### src/rtl/uart_tx_feeder.sv
// uart_tx_feeder: byte FIFO that launches queued words into a UART transmitter one at a time.
// Optional UART_FEED_TIMEOUT_EN abandons a byte whose tx_done never arrives.
module uart_tx_feeder #(
    parameter int DATA_W         = 8,
    parameter int DEPTH          = 16,
    parameter int TIMEOUT_CYCLES = 200000
) (
    input  logic                    clk,
    input  logic                    rst,
    input  logic                    wr_en,
    input  logic [DATA_W-1:0]       wr_data,
    output logic                    full,
    output logic                    empty,
    output logic [$clog2(DEPTH):0]  level,
    output logic                    overflow,
    output logic                    tx_start,
    output logic [DATA_W-1:0]       tx_data,
    input  logic                    tx_done,
`ifdef UART_FEED_TIMEOUT_EN
    output logic                    timeout_err,
`endif
    output logic                    busy
);
    localparam int AW = $clog2(DEPTH);
    localparam int LW = AW + 1;

    typedef enum logic [1:0] {IDLE, LAUNCH, WAIT_DONE} state_t;

    if (DEPTH < 2 || (DEPTH & (DEPTH - 1)) != 0 || TIMEOUT_CYCLES < 1) begin : g_bad_params
        $error("uart_tx_feeder: DEPTH must be a power of 2 >= 2 and TIMEOUT_CYCLES >= 1");
    end

    logic [DATA_W-1:0] mem [DEPTH];
    logic [AW-1:0]     wr_ptr, rd_ptr;
    logic [LW-1:0]     level_nxt;
    logic              push, pop;
    state_t            state;

    // full is the registered flag, so a push while full loses even if a pop frees a slot
    assign push      = wr_en && !full;
    assign pop       = state == IDLE && !empty;
    assign level_nxt = level + LW'(push) - LW'(pop);
    assign busy      = state != IDLE;

    always_ff @(posedge clk)
        if (push) mem[wr_ptr] <= wr_data;

    always_ff @(posedge clk or negedge rst)
        if (!rst) begin
            wr_ptr   <= '0;
            rd_ptr   <= '0;
            level    <= '0;
            full     <= 1'b0;
            empty    <= 1'b1;
            overflow <= 1'b0;
        end else begin
            wr_ptr   <= wr_ptr + AW'(push);
            rd_ptr   <= rd_ptr + AW'(pop);
            level    <= level_nxt;
            full     <= level_nxt == LW'(DEPTH);
            empty    <= level_nxt == '0;
            overflow <= wr_en && full;
        end

`ifdef UART_FEED_TIMEOUT_EN
    localparam int TW = $clog2(TIMEOUT_CYCLES + 1);
    logic [TW-1:0] to_cnt;
`endif

    always_ff @(posedge clk or negedge rst)
        if (!rst) begin
            state    <= IDLE;
            tx_start <= 1'b0;
            tx_data  <= '0;
`ifdef UART_FEED_TIMEOUT_EN
            to_cnt      <= '0;
            timeout_err <= 1'b0;
`endif
        end else begin
            case (state)
                IDLE: begin
                    tx_start <= !empty;
                    if (!empty) begin
                        tx_data <= mem[rd_ptr];
                        state   <= LAUNCH;
                    end
                end
                LAUNCH: begin
                    tx_start <= 1'b0;
                    state    <= WAIT_DONE;
`ifdef UART_FEED_TIMEOUT_EN
                    to_cnt   <= '0;
`endif
                end
                WAIT_DONE: begin
                    tx_start <= 1'b0;
                    if (tx_done) state <= IDLE;
`ifdef UART_FEED_TIMEOUT_EN
                    // the edge that completes the TIMEOUT_CYCLES-th silent cycle gives up
                    else if (to_cnt == TW'(TIMEOUT_CYCLES - 1)) begin
                        state       <= IDLE;
                        timeout_err <= 1'b1;
                    end else to_cnt <= to_cnt + 1'b1;
`endif
                end
                default: begin
                    tx_start <= 1'b0;
                    state    <= IDLE;
                end
            endcase
        end
endmodule

### config.mk
export PLATFORM = sky130hd
export DESIGN_NAME = uart_tx_feeder
export DESIGN_NICKNAME = d
export VERILOG_FILES = /design/src/rtl/uart_tx_feeder.sv
export SDC_FILE = /design/constraint.sdc
export NUM_CORES = 1
export LEC_CHECK = 0
export ABC_AREA = 1
export CAP_MARGIN = 20
export CORE_AREA = 2 2 138 140
export CTS_CLUSTER_DIAMETER = 60
export CTS_CLUSTER_SIZE = 24
export DETAILED_ROUTE_END_ITERATION = 10
export DIE_AREA = 0 0 140 142
export PLACE_DENSITY_LB_ADDON = 0.05
export SLEW_MARGIN = 30
export SYNTH_ARGS = -nofsm -noshare
export SYNTH_HDL_FRONTEND = slang
export SYNTH_SLANG_ARGS = --single-unit
### constraint.sdc
create_clock -name clk -period 4.3 [get_ports clk]
set_input_delay 0.86 -clock clk [delete_from_list [all_inputs] [get_ports clk]]
set_output_delay 0.86 -clock clk [all_outputs]
set_load 0.1 [all_outputs]
==> results of run 1 <==
==> how the worst max path moves through the flow <==
stage	start	endpoint	slack (ns)	depth (start not counted)
floorplan	state[1]$_DFFE_PN0P_	full$_DFF_PN0_	1.60	12
global placement	wr_en	full$_DFF_PN0_	1.04	10
detailed placement	wr_en	full$_DFF_PN0_	1.04	10
CTS	empty$_DFF_PN1_	empty	1.30	1
global route	state[1]$_DFFE_PN0P_	busy	1.27	2
finish	empty$_DFF_PN1_	empty	1.33	1
==> layout make-up <==
type,instances,area (um2)
Tap cell,234,292.8
Timing Repair Buffer,32,302.8
Multi-Input combinational cell,356,1607
Inverter,14,55.05
Fill cell,1782,11120
Clock inverter,13,121.4
Clock buffer,19,432.9
Sequential cell,155,4522
==> cells in the final DEF (no fill, tap or decap), types with 2 or more instances in the layout <==
master                              n
sky130_fd_sc_hd__inv_1             11
sky130_fd_sc_hd__clkbuf_16         17
sky130_fd_sc_hd__nand2_1          202
sky130_fd_sc_hd__buf_4              3
sky130_fd_sc_hd__clkinv_4           7
sky130_fd_sc_hd__clkdlybuf4s50_1   27
sky130_fd_sc_hd__nor2_2             2
sky130_fd_sc_hd__edfxtp_1         128
sky130_fd_sc_hd__buf_2              2
sky130_fd_sc_hd__clkbuf_1           2
sky130_fd_sc_hd__a21oi_1           18
sky130_fd_sc_hd__nand3_1           81
sky130_fd_sc_hd__inv_2              2
sky130_fd_sc_hd__ha_1               7
sky130_fd_sc_hd__nor2_1            29
sky130_fd_sc_hd__o21ai_0            2
sky130_fd_sc_hd__xor2_1             6
sky130_fd_sc_hd__dfrtp_1           25
==> cell usage after synthesis (2+ instances only) <==
master / count
sky130_fd_sc_hd__inv_2: 3
sky130_fd_sc_hd__nand2_1: 202
sky130_fd_sc_hd__buf_4: 10
sky130_fd_sc_hd__inv_1: 11
sky130_fd_sc_hd__nor2_2: 2
sky130_fd_sc_hd__edfxtp_1: 128
sky130_fd_sc_hd__buf_2: 10
sky130_fd_sc_hd__nor2_1: 29
sky130_fd_sc_hd__buf_6: 2
sky130_fd_sc_hd__xor2_1: 6
sky130_fd_sc_hd__ha_1: 7
sky130_fd_sc_hd__nand3_1: 81
sky130_fd_sc_hd__o21ai_0: 2
sky130_fd_sc_hd__dfrtp_1: 26
sky130_fd_sc_hd__a21oi_1: 18
==> routing by layer <==
layer	share of wire, %	vias to the layer above	GRT usage (%)
met4	2.3	0	7.071
met2	45	113	26.26
met3	3.9	25	3.769
met1	49	1988	24.05
met5	0	-	0
li1	-	1931	-
==> kinds of logic after synthesis <==
kind of cell	count (synthesis)	share of synthesized area (%)
AND/OR/NAND/NOR	320	21.00
adder cells (fa/ha/maj)	8	1.699
AO/OA/AOI/OAI	21	1.699
XOR/XNOR	7	0.9678
buffers and inverters	38	3.279
flip-flops	155	71.36
==> metrics by stage <==
step | setup slack, ns | instances | hold slack, ns
3_5_place_dp | 1.043 | 791 | 0.4630
5_1_grt | 1.268 | 823 | 0.5045
4_1_cts | 1.303 | 823 | 0.4808
2_1_floorplan | 1.595 | 549 | 0.4416
3_3_place_gp | 1.036 | 791 | 0.4605
6_report | 1.325 | 823 | 0.4826
==> worst reg2reg max path: cells and delay by family (launching register included) <==
family	cells	cell delay [ns]
xor gates and xnor gates	1	0.17
adders and majority gates	2	0.64
buffers and inverters	1	0.22
DFF	1	0.37
and+or+nand+nor	7	1.27
==> state kept, by name, summed over array words and instances, names as in the netlist <==
signal / flops
empty: 1
full: 1
level: 5
mem: 128
overflow: 1
rd_ptr: 4
state: 2
tx_data: 8
tx_start: 1
wr_ptr: 4
==> power groups by stage <==
stage          sequential (uW)  clock, uW  combinational, uW
2_1_floorplan             2490          0               1260
3_3_place_gp              2050          0               2300
3_5_place_dp              2050          0               2310
4_1_cts                   2020       1430               2310
5_1_grt                   2050       1490               2510
6_report                  2020       1410               2300
==> metrics list, run 1 <==
- Result of the run: complete, but fails checks
* Violated checks: DRC
* Final design area excluding fillers: 7333 um2
* Worst skew pair latency: 0.42 ns
- Critical path cell sequence: clkdlybuf4s50_1
- Setup repair after global routing left no endpoint under its margin.
* Max clock buf depth: 2
- Number of register bits inferred by synthesis: 155
- The congestion estimate from routability-driven global placement came to 0.8471.
- The core region is 18460 um2.
* Element type at the critical path end: primary output
* Setup bufs post-CTS: 0
- CTS tree: built
- The number of slew-limit violations in the final report was 0.
- Post-synthesis average cell area: 11.54 um2
- At the worst endpoint, the arrival time is 2.11 ns.
* Fraction of layout instances using a drive strength above 1: 7.301%
* Power density over the cells: 781.4 nW/um2
- Leading register cell type out of synthesis: sky130_fd_sc_hd__edfxtp_1
- The worst path in the final design needs a cycle of 2.975 ns, including I/O delays and setup.
- Syn nets: 569
- Final sum of negative setup slack: 0 ns
* Placed cell area: 6789 um2
* Post-Route Skew: 0.007882 ns
- Via count: 4057
- The die is 140 um wide.
- Sequential cells account for 35.2% of the total power.
- The die covers 19880 um2.
- Entering global routing, the biggest net connects 67 pins.
- Count of nets after finishing: 596
- Worst-path clk slew: 0.06 ns
- The tree is rooted in a sky130_fd_sc_hd__clkbuf_16.
- Worst vdd rail ir drop: 0.0003222 V
- The clock network burns 24.6% of the power.
- Measured along the y axis, the die boundary spans 142 um.
- For this run, asynchronously set or reset flops after synthesis account for 17.42%.
- Cell types with the largest area share after synthesis: sky130_fd_sc_hd__edfxtp_1 (61%), sky130_fd_sc_hd__nand2_1 (12%), sky130_fd_sc_hd__dfrtp_1 (10%), sky130_fd_sc_hd__nand3_1 (6.4%), sky130_fd_sc_hd__nor2_1 (1.7%)
* Wire length of the first global-routing pass: 24430 um
- Worst min-delay path category: register to register
- The H-tree was split into 4 levels.
- For the pin with the worst max-slew slack, the measured transition is 0.9747 ns.
- Utilization of the core after routing: 39.74%
- Of the total power, the share spent switching nets is 43.21%.
* Share of the synthesized area in the top cell type: 60.68%
* Critical Path RT: 3.44 ns
- Tcrit/Tclk final: 69.18%
- Wire length after detailed routing: 16170 um
* WS Path Type: register to primary output
- The worst pin sits at a relative slew slack of 34.82%.
- Synthesis handed over a netlist of 549 instances.
- Largest delay contributor family on the critical path: buffers and inverters
* IO Port Bufs: 29
* Instance count along the most critical hold path: 1
- For this configuration, the core starts out at a cell density of 34.33%.
* Pleak: 0.002814 uW
- Portion of total power attributed to combinational logic: 40.2%
- In the final routed layout, each cell accounts on average for 19.65 um.
* Dpl hpwl: 10340 um
* Number of diodes: 0
- Max-cap viol count: 0
- After detailed routing, the number of vias per cell comes to 4.930.
- sky130_fd_sc_hd__edfxtp_1 takes more of the synthesized area than any other cell.
* Worst R2R Start: state[1]$_DFFE_PN0P_
* Worst-case hold path end point: rd_ptr[3]$_DFF_PN0_
* Overall power of the completed layout: 5730 uW
- Capturing point of the worst reg2reg path: full$_DFF_PN0_
* Cell area after technology mapping: 6335 um2
- For this design the total switching power over the nets is 2476 uW.
- Type of origin of the critical path: register
- TritonCTS buffer count: 17
* Maximum frequency from static timing analysis: 336.2 MHz
* Number of routed nets with antenna violations: 0
- Warnings, synthesis: 0
- Post-CTS resize count: 0
- Total number of clock tree sinks: 155
* Slowest library cell on the worst path: sky130_fd_sc_hd__clkdlybuf4s50_1
- Final Hold Viols: 0
* Setup slack, reg-to-reg: 1.54 ns
* Ports placed on the boundary: 30
- Of the synthesized area, sequential elements account for 71.36%.
* Number of distinct library cells after synthesis: 27
* Detailed Route Iter0 Violations: 346
- Number of buffers and inverters on the critical path: 1
* Hold_sp: rd_ptr[3]$_DFF_PN0_
* Crit path largest cell delay: 1.13 ns
- Total gr overflow: 0
* Worst-path fanout max: 3
- Internal power summed over all cells: 3254 uW
- In this run, synthesis inferred 128 flip-flops with an integrated enable.
* Iteration count of the initial detailed-routing pass: 8
- Number of antenna violations at the first check in global routing: 0
- Register-to-Register Path Depth: 11
* Area added between synthesis and finish: 15.76%
* Global-route usage over all layers: 17.22%
- The initialized floorplan defines 50 standard-cell rows.
* Detailed-route DRC error count: 4
* Endpoints failing setup: 0
- Buffers inserted to repair hold after CTS numbered 0.
- Number of global-route vias before repair: 4025
Note: power is estimated with default switching activity, not from simulation.
==> run 2, diff against run 1 <==
==> constraint.sdc (replaced) <==
create_clock -name clk -period 2.6 [get_ports clk]
set_input_delay 0.52 -clock clk [delete_from_list [all_inputs] [get_ports clk]]
set_output_delay 0.52 -clock clk [all_outputs]
set_load 0.1 [all_outputs]
==> run 2 against run 1 <==
Against the previous run: the run still ends with DRC left; clock power increased by 89%; clock skew increased by 0.00080 ns; die area unchanged; critical path type is now register to register; sequential power increased by 67%; total power increased by 73%; final area increased by 4.2%.
==> metrics list, run 2 (synthesized netlist as in run 1, its figures left out) <==
- The maximum cell stage delay along the critical path was 0.41 ns (-0.72 ns).
* Max FFs per register: 128 (unchanged)
- On the critical path, the stage with the largest delay is an instance of sky130_fd_sc_hd__fa_1.
- Number of routed nets with antenna violations: 0 (unchanged)
* Area added between synthesis and finish: 20.58%
* Element type at the critical path end: register
- The final HPWL from detailed placement is 9653 um (-6.7%).
- The arrival time at the worst endpoint came to 2.68 ns (+0.57 ns).
* Critical Path RT: 2.95 ns (-0.49 ns)
- Wire length of the first global-routing pass: 23810 um (-2.5%)
- Final Hold Viols: 0 (unchanged)
- Most flops, register: mem
- Timing would allow up to 429.7 MHz.
- Minimum clock period after layout: 2.327 ns
* Slew HR: 60.75% (+26 points)
- The number of max-capacitance violations reported was 0 (unchanged).
- Violated checks: DRC
* Multi-input combinational cell area: 1607 um2 (unchanged)
- The number of slew-limit violations in the final report is 0 (unchanged).
* Wire length after detailed routing: 15320 um (-5.3%)
- The power density over the cells came to 1295 nW/um2 (+66%).
- Worst min-delay path category: register to register
* Largest regs: mem: 128 flops, tx_data: 8 flops, level: 5 flops
- Number of vias per cell: 4.641 (-5.9%)
- Worst-path fanout max: 11 (+8)
- IO Port Bufs: 29 (unchanged)
- Cell row count: 50 (unchanged)
- The fraction of final layout cells sized beyond drive strength 1 came to 14.49% (+7.2 points).
* Post-CTS resize count: 0 (unchanged)
- The count of pins on the block boundary is 30 (unchanged).
- Overall die width: 140 um (unchanged)
- The routed length per instance was 17.92 um (-8.8%).
* Post-Route Skew: 0.008677 ns (+0.0007953 ns)
- The residual overflow from global routing came to 0 (unchanged).
* Filler instances: 1740 (-2.4%)
- Cell at the root of the clock tree: sky130_fd_sc_hd__clkbuf_16
- Number of antenna violations at the first check in global routing: 0 (unchanged)
* Routability congestion estimate from global placement: 0.7807 (-7.8%)
* Critical path cell sequence: or2_2, nor2_2, inv_2, nand2_1, nand2_1, ha_1, fa_1, xor2_1, nor3_1, nand3_1, nor2b_1
* Worst vdd rail ir drop: 0.0005505 V (+71%)
- The top cell types in the final layout, fill and taps aside, are sky130_fd_sc_hd__nand2_1 (202), sky130_fd_sc_hd__edfxtp_1 (128), sky130_fd_sc_hd__nand3_1 (81).
- The post-layout utilization of the core was 41.39% (+1.7 points).
- The library cell used most frequently in the layout, excluding fill and tap cells, is sky130_fd_sc_hd__nand2_1.
- Y dimension of the die: 142 um (unchanged)
- The insertion delay to the later sink of the worst-skew pair was 0.42 ns (about the same).
- In the finished design, the share of the clock period the worst path needs comes to 89.51%.
* Total of hold buffers inserted after clock tree synthesis: 0 (unchanged)
* Detailed Route Iter0 Violations: 259 (-25%)
- Number of buffers and inverters on the critical path: 1 (unchanged)
- The number of H-tree levels came to 4 (unchanged).
- CTS tree: built
* Crit path top cell by count: sky130_fd_sc_hd__nand2_1
- WS Path Type: register to register
- Tracing the worst setup path back leads to its startpoint at state[1]$_DFFE_PN0P_.
- The total CTS buffers is 17 (unchanged).
- The pin count of the biggest net entering global routing came to 67 (unchanged).
* Type of origin of the critical path: register
* Detailed-route DRC error count: 5 (+1)
* Starting Density: 34.33% (unchanged)
- The total die area came to 19880 um2 (unchanged).
* Worst-path clk slew: 0.06 ns (about the same)
* Largest delay contributor family on the critical path: simple AND/OR/NAND/NOR gates
- Final sum of negative setup slack: 0 ns (unchanged)
- Actual transition at the worst max-transition pin: 0.5881 ns (-0.3866 ns)
- Count of nets after finishing: 628 (+5.4%)
- The sequential cell area was 4522 um2 (unchanged).
- Number of diodes: 0 (unchanged)
- Total number of clock tree sinks: 155 (unchanged)
- Unrepaired setup endpoints after global routing: no
- In this run the critical register-to-register path is launched from state[1]$_DFFE_PN0P_.
- Pleak: 0.003045 uW (+8.2%)
- Setup bufs post-CTS: 0 (unchanged)
- The buffer levels on the longest clock path is 2 (unchanged).
- Number of global-route vias before repair: 3930 (-2.4%)
- The number of detailed-route iterations in the first pass was 9 (+1).
* Global-route usage over all layers: 16.57% (-0.65 points)
- The run finished, with violations left.
* Via count: 3968 (-2.2%)
* Core area: 18460 um2 (unchanged)
* Endpoints failing setup: 0 (unchanged)
- Hold_sp: rd_ptr[3]$_DFF_PN0_
run 2: changes by cell type in the layout (fill, tap and decap cells not counted), sizes merged:
cell,previous run,this run
clkdlybuf4s50,27,11
clkinv,9,4
buf,5,53
bufinv,1,5
clkbuf,19,20
run 2: where the power goes:
part	internal, uW	switching, uW
registers	3120	248
logic	1030	2830
clock network	1700	961
total	5860	4040
run 2: final cells by class:
class / count / share of cell area [%]
Sequential cell: 155 / 59.20
Multi-Input combinational cell: 356 / 21.03
Tap cell: 234 / 3.833
Clock buffer: 20 / 5.717
Timing Repair Buffer: 64 / 6.978
Inverter: 14 / 0.6880
Clock inverter: 12 / 2.555
run 2: worst paths after layout:
| kind | end | slack [ns] | cells past startpoint |
|---|---|---|---|
| max | full$_DFF_PN0_ | 0.27 | 11 |
| min | rd_ptr[3]$_DFF_PN0_ | 0.47 | 1 |
| max reg2reg | full$_DFF_PN0_ | 0.27 | 11 |
| min reg2reg | rd_ptr[3]$_DFF_PN0_ | 0.47 | 1 |
| max in group asynchronous | empty$_DFF_PN1_ | 1.80 | 2 |
| min in group asynchronous | tx_data[7]$_DFFE_PN0P_ | 0.49 | 2 |
run 2: per-layer routing:
| metal | up-vias | share of wire, % | GRT usage (%) |
|---|---|---|---|
| met4 | 0 | 1.7 | 5.742 |
| li1 | 1988 | - | - |
| met5 | - | 0 | 0 |
| met3 | 16 | 4.0 | 3.701 |
| met2 | 69 | 47 | 25.69 |
| met1 | 1895 | 47 | 23.16 |
run 2: stage by stage:
| stage | hold slack, ns | setup slack, ns | power (uW) | std cells | cell area (um2) |
|---|---|---|---|---|---|
| floorplan | 0.2244 | 0.04014 | 6195 | 549 | 6335 |
| detailed placement | 0.4623 | -0.01058 | 7340 | 823 | 7007 |
| finish | 0.4687 | 0.2726 | 9891 | 855 | 7639 |
| global route | 0.4758 | 0.05144 | 10510 | 855 | 7639 |
| CTS | 0.4711 | 0.2383 | 10010 | 855 | 7639 |
| global placement | 0.4604 | 0.01157 | 7318 | 823 | 7007 |
run 2: worst reg2reg max path, delay by kind of cell, from the launching register on:
family	cells	cell delay, ns
simple gates	7	0.98
fa+ha+maj	2	0.63
flops	1	0.37
xor+xnor	1	0.18
buf+inv	1	0.12
==> run 3, diff against run 2 <==
==> constraint.sdc (replaced) <==
create_clock -name clk -period 2.6 [get_ports clk]
set_input_delay 0.52 -clock clk [delete_from_list [all_inputs] [get_ports clk]]
set_output_delay 0.52 -clock clk [all_outputs]
set_load 0.02 [all_outputs]
==> run 3 against run 2 <==
Against the previous run: the flow still finishes with violations (DRC); combinational power is 18% lower; clock skew fell by 0.0028 ns; largest power group is now registers; critical endpoint unchanged; clock-buffer cell count fell by 3; total power fell by 8.6%; register-to-register slack improved by 0.04 ns.
==> metrics list, run 3 (synthesized netlist as in run 1, its figures left out) <==
- Result of the run: complete, but fails checks
- The final reports fail on DRC.
- Via count: 4040 (+1.8%)
- Tcrit/Tclk final: 88.16% (-1.4 points)
- The total global-route track usage was 16.58% (+0.018 points).
* Max Transition Viols Final: 0 (unchanged)
- The setup slack of the worst register-to-register path was 0.31 ns (+0.04 ns).
- Worst R2R Start: state[1]$_DFFE_PN0P_
- Dpl hpwl: 9829 um (+1.8%)
- The slew at the pin closest to its max-slew limit was 0.7144 ns (+0.1263 ns).
* Unrepaired setup endpoints after global routing: no
- Final Hold Viols: 0 (unchanged)
- The count of pins on the block boundary is 30 (unchanged).
* Power density over the cells: 1187 nW/um2 (-8.3%)
- The placeable core area was 18460 um2 (unchanged).
- The worst slew margin relative to its limit was 52.22% (-8.5 points).
* Element type at the critical path end: register
- WS Path Type: register to register
- The total wirelength of the detailed-routed design was 15620 um (+1.9%).
- The total of cells resized after clock tree synthesis is 0 (unchanged).
* Pleak: 0.002993 uW (-1.7%)
- The number of H-tree levels is 4 (unchanged).
* Fraction of layout instances using a drive strength above 1: 11.33% (-3.2 points)
- The pin count of the biggest net entering global routing is 67 (unchanged).
- Number of global-route vias before repair: 3994 (+1.6%)
* Max clock buf depth: 2 (unchanged)
- Setup bufs post-CTS: 0 (unchanged)
* Worst Setup EP: full$_DFF_PN0_
* Critical Path RT: 2.96 ns (about the same)
- The total CTS buffers came to 17 (unchanged).
* Number of antenna violations at the first check in global routing: 0 (unchanged)
- The final count of negative-setup-slack endpoints came to 0 (unchanged).
* Post-Place Setup Slack: -0.01898 ns (-0.008401 ns)
* WHS: 0.4689 ns (+0.0002340 ns)
* Capturing point of the worst reg2reg path: full$_DFF_PN0_
- Most common cell after layout, fill and taps aside: sky130_fd_sc_hd__nand2_1
* Number of routed nets with antenna violations: 0 (unchanged)
- Area added between synthesis and finish: 20.19%
- Starting Density: 34.33% (unchanged)
- Total gr overflow: 0 (unchanged)
- The critical path starts at state[1]$_DFFE_PN0P_.
* Detailed-route DRC error count: 4 (-1)
* Largest regs: mem: 128 flops, tx_data: 8 flops, level: 5 flops
- The register clock-pin slew on the reported worst setup and hold paths is 0.06 ns (about the same).
* Worst-path fanout max: 11 (unchanged)
- The number of cells on the worst reg-to-reg path was 11 (unchanged).
- Minimum clock period after layout: 2.292 ns (-0.03512 ns)
- The insertion delay to the later sink of the worst-skew pair came to 0.42 ns (about the same).
* Total number of clock tree sinks: 155 (unchanged)
- Type of origin of the critical path: register
- Worst min-delay path category: register to register
* Most flops, register: mem
- The arrival time at the worst endpoint came to 2.65 ns (-0.03 ns).
- The number of hold-repair buffers added at the cts stage is 0 (unchanged).
- The number of max-capacitance violations reported was 0 (unchanged).
- The number of detailed-route iterations in the first pass is 10 (+1).
- The highest achievable clock rate is 436.3 MHz (+1.5%).
* IO Port Bufs: 29 (unchanged)
- Hold_sp: rd_ptr[3]$_DFF_PN0_
* Y dimension of the die: 142 um (unchanged)
- The total number of nets in the final design came to 625 (-0.48%).
- Worst vdd rail ir drop: 0.0005201 V (-5.5%)
- The post-detailed-route via-to-cell ratio is 4.742 (+2.2%).
- Wire length of the first global-routing pass: 23880 um (+0.29%)
- The routed length per instance is 18.33 um (+2.3%).
* Routability congestion estimate from global placement: 0.7776 (-0.40%)
- Detailed Route Iter0 Violations: 221 (-15%)
- The number of instances in the placed design was 820 (-0.36%).
* Number of diodes: 0 (unchanged)
* Max FFs per register: 128 (unchanged)
- Overall die width: 140 um (unchanged)
* Commonest cells after routing, fill and taps aside: sky130_fd_sc_hd__nand2_1 (202), sky130_fd_sc_hd__edfxtp_1 (128), sky130_fd_sc_hd__nand3_1 (81)
- The total die area was 19880 um2 (unchanged).
* CTS tree: built
- Count of placed standard cells in the final layout, fillers left out: 852 (-0.35%)
- The worst-case clock skew is 0.005904 ns (-0.002774 ns).
- The total number of placement rows came to 50 (unchanged).
* Cell at the root of the clock tree: sky130_fd_sc_hd__clkbuf_16
- Minimum setup slack in the final design: 0.3078 ns (+0.03513 ns)
run 3: cell types whose count changed in the layout (fill, tap and decap cells not counted), moves of 2 or more:
cell	delta
sky130_fd_sc_hd__buf_4	-20
sky130_fd_sc_hd__clkdlybuf4s50_1	+18
sky130_fd_sc_hd__inv_6	+2
sky130_fd_sc_hd__clkinv_4	+2
sky130_fd_sc_hd__clkbuf_1	-3
sky130_fd_sc_hd__bufinv_16	-2
run 3: layer usage:
| metal | up-vias | global-route usage [%] | share of wire, % |
|---|---|---|---|
| li1 | 1986 | - | - |
| met3 | 19 | 3.466 | 2.9 |
| met1 | 1983 | 22.34 | 47 |
| met2 | 52 | 26.86 | 48 |
| met5 | - | 0 | 0 |
| met4 | 0 | 5.848 | 1.6 |
run 3: area by class of cell:
class | count | area (um2)
fillers | 1756 | 10840
flip-flops and latches | 155 | 4522
multi-input cells | 356 | 1607
repair buffers | 61 | 543.0
clock buffers | 17 | 425.4
well taps | 234 | 292.8
clock inverters | 15 | 171.4
inverters | 14 | 52.55
run 3: critical path, stage by stage (launching register included):
cell	delay [ns]
sky130_fd_sc_hd__dfrtp_1	0.37
sky130_fd_sc_hd__or2_1	0.28
sky130_fd_sc_hd__nor2_2	0.15
sky130_fd_sc_hd__inv_2	0.13
sky130_fd_sc_hd__nand2_1	0.08
sky130_fd_sc_hd__nand2_1	0.06
sky130_fd_sc_hd__ha_1	0.21
sky130_fd_sc_hd__fa_1	0.40
sky130_fd_sc_hd__xor2_1	0.17
sky130_fd_sc_hd__nor3_1	0.14
sky130_fd_sc_hd__nand3_1	0.12
sky130_fd_sc_hd__nor2b_1	0.12
run 3: per-stage QoR:
stage / cell area, um2 / power, uW / utilization (%) / TNS (ns)
final: 7614 / 9037 / 41.25 / 0
after global routing: 7614 / 9633 / 41.25 / 0
after CTS: 7614 / 9168 / 41.25 / 0
after detailed placement: 7017 / 6632 / 38.02 / -0.01898
after global placement: 7017 / 6602 / 38.02 / 0
after floorplan: 6335 / 5471 / - / 0
run 3: worst min-delay path by stage:
stage                                endpoint  cells past startpoint
after floorplan                full$_DFF_PN0_                      0
final                     rd_ptr[3]$_DFF_PN0_                      1
after CTS                 rd_ptr[3]$_DFF_PN0_                      1
after global routing      rd_ptr[3]$_DFF_PN0_                      1
after global placement    rd_ptr[3]$_DFF_PN0_                      1
after detailed placement  rd_ptr[3]$_DFF_PN0_                      1
run 3: report_power, final:
group	leakage [uW]	internal, uW	total, uW	switching, uW
sequential	0.00148	3120	3350	233
combinational	0.00122	1050	3160	2110
clock	0.000291	1510	2520	1010
total	0.00299	5680	9040	3360
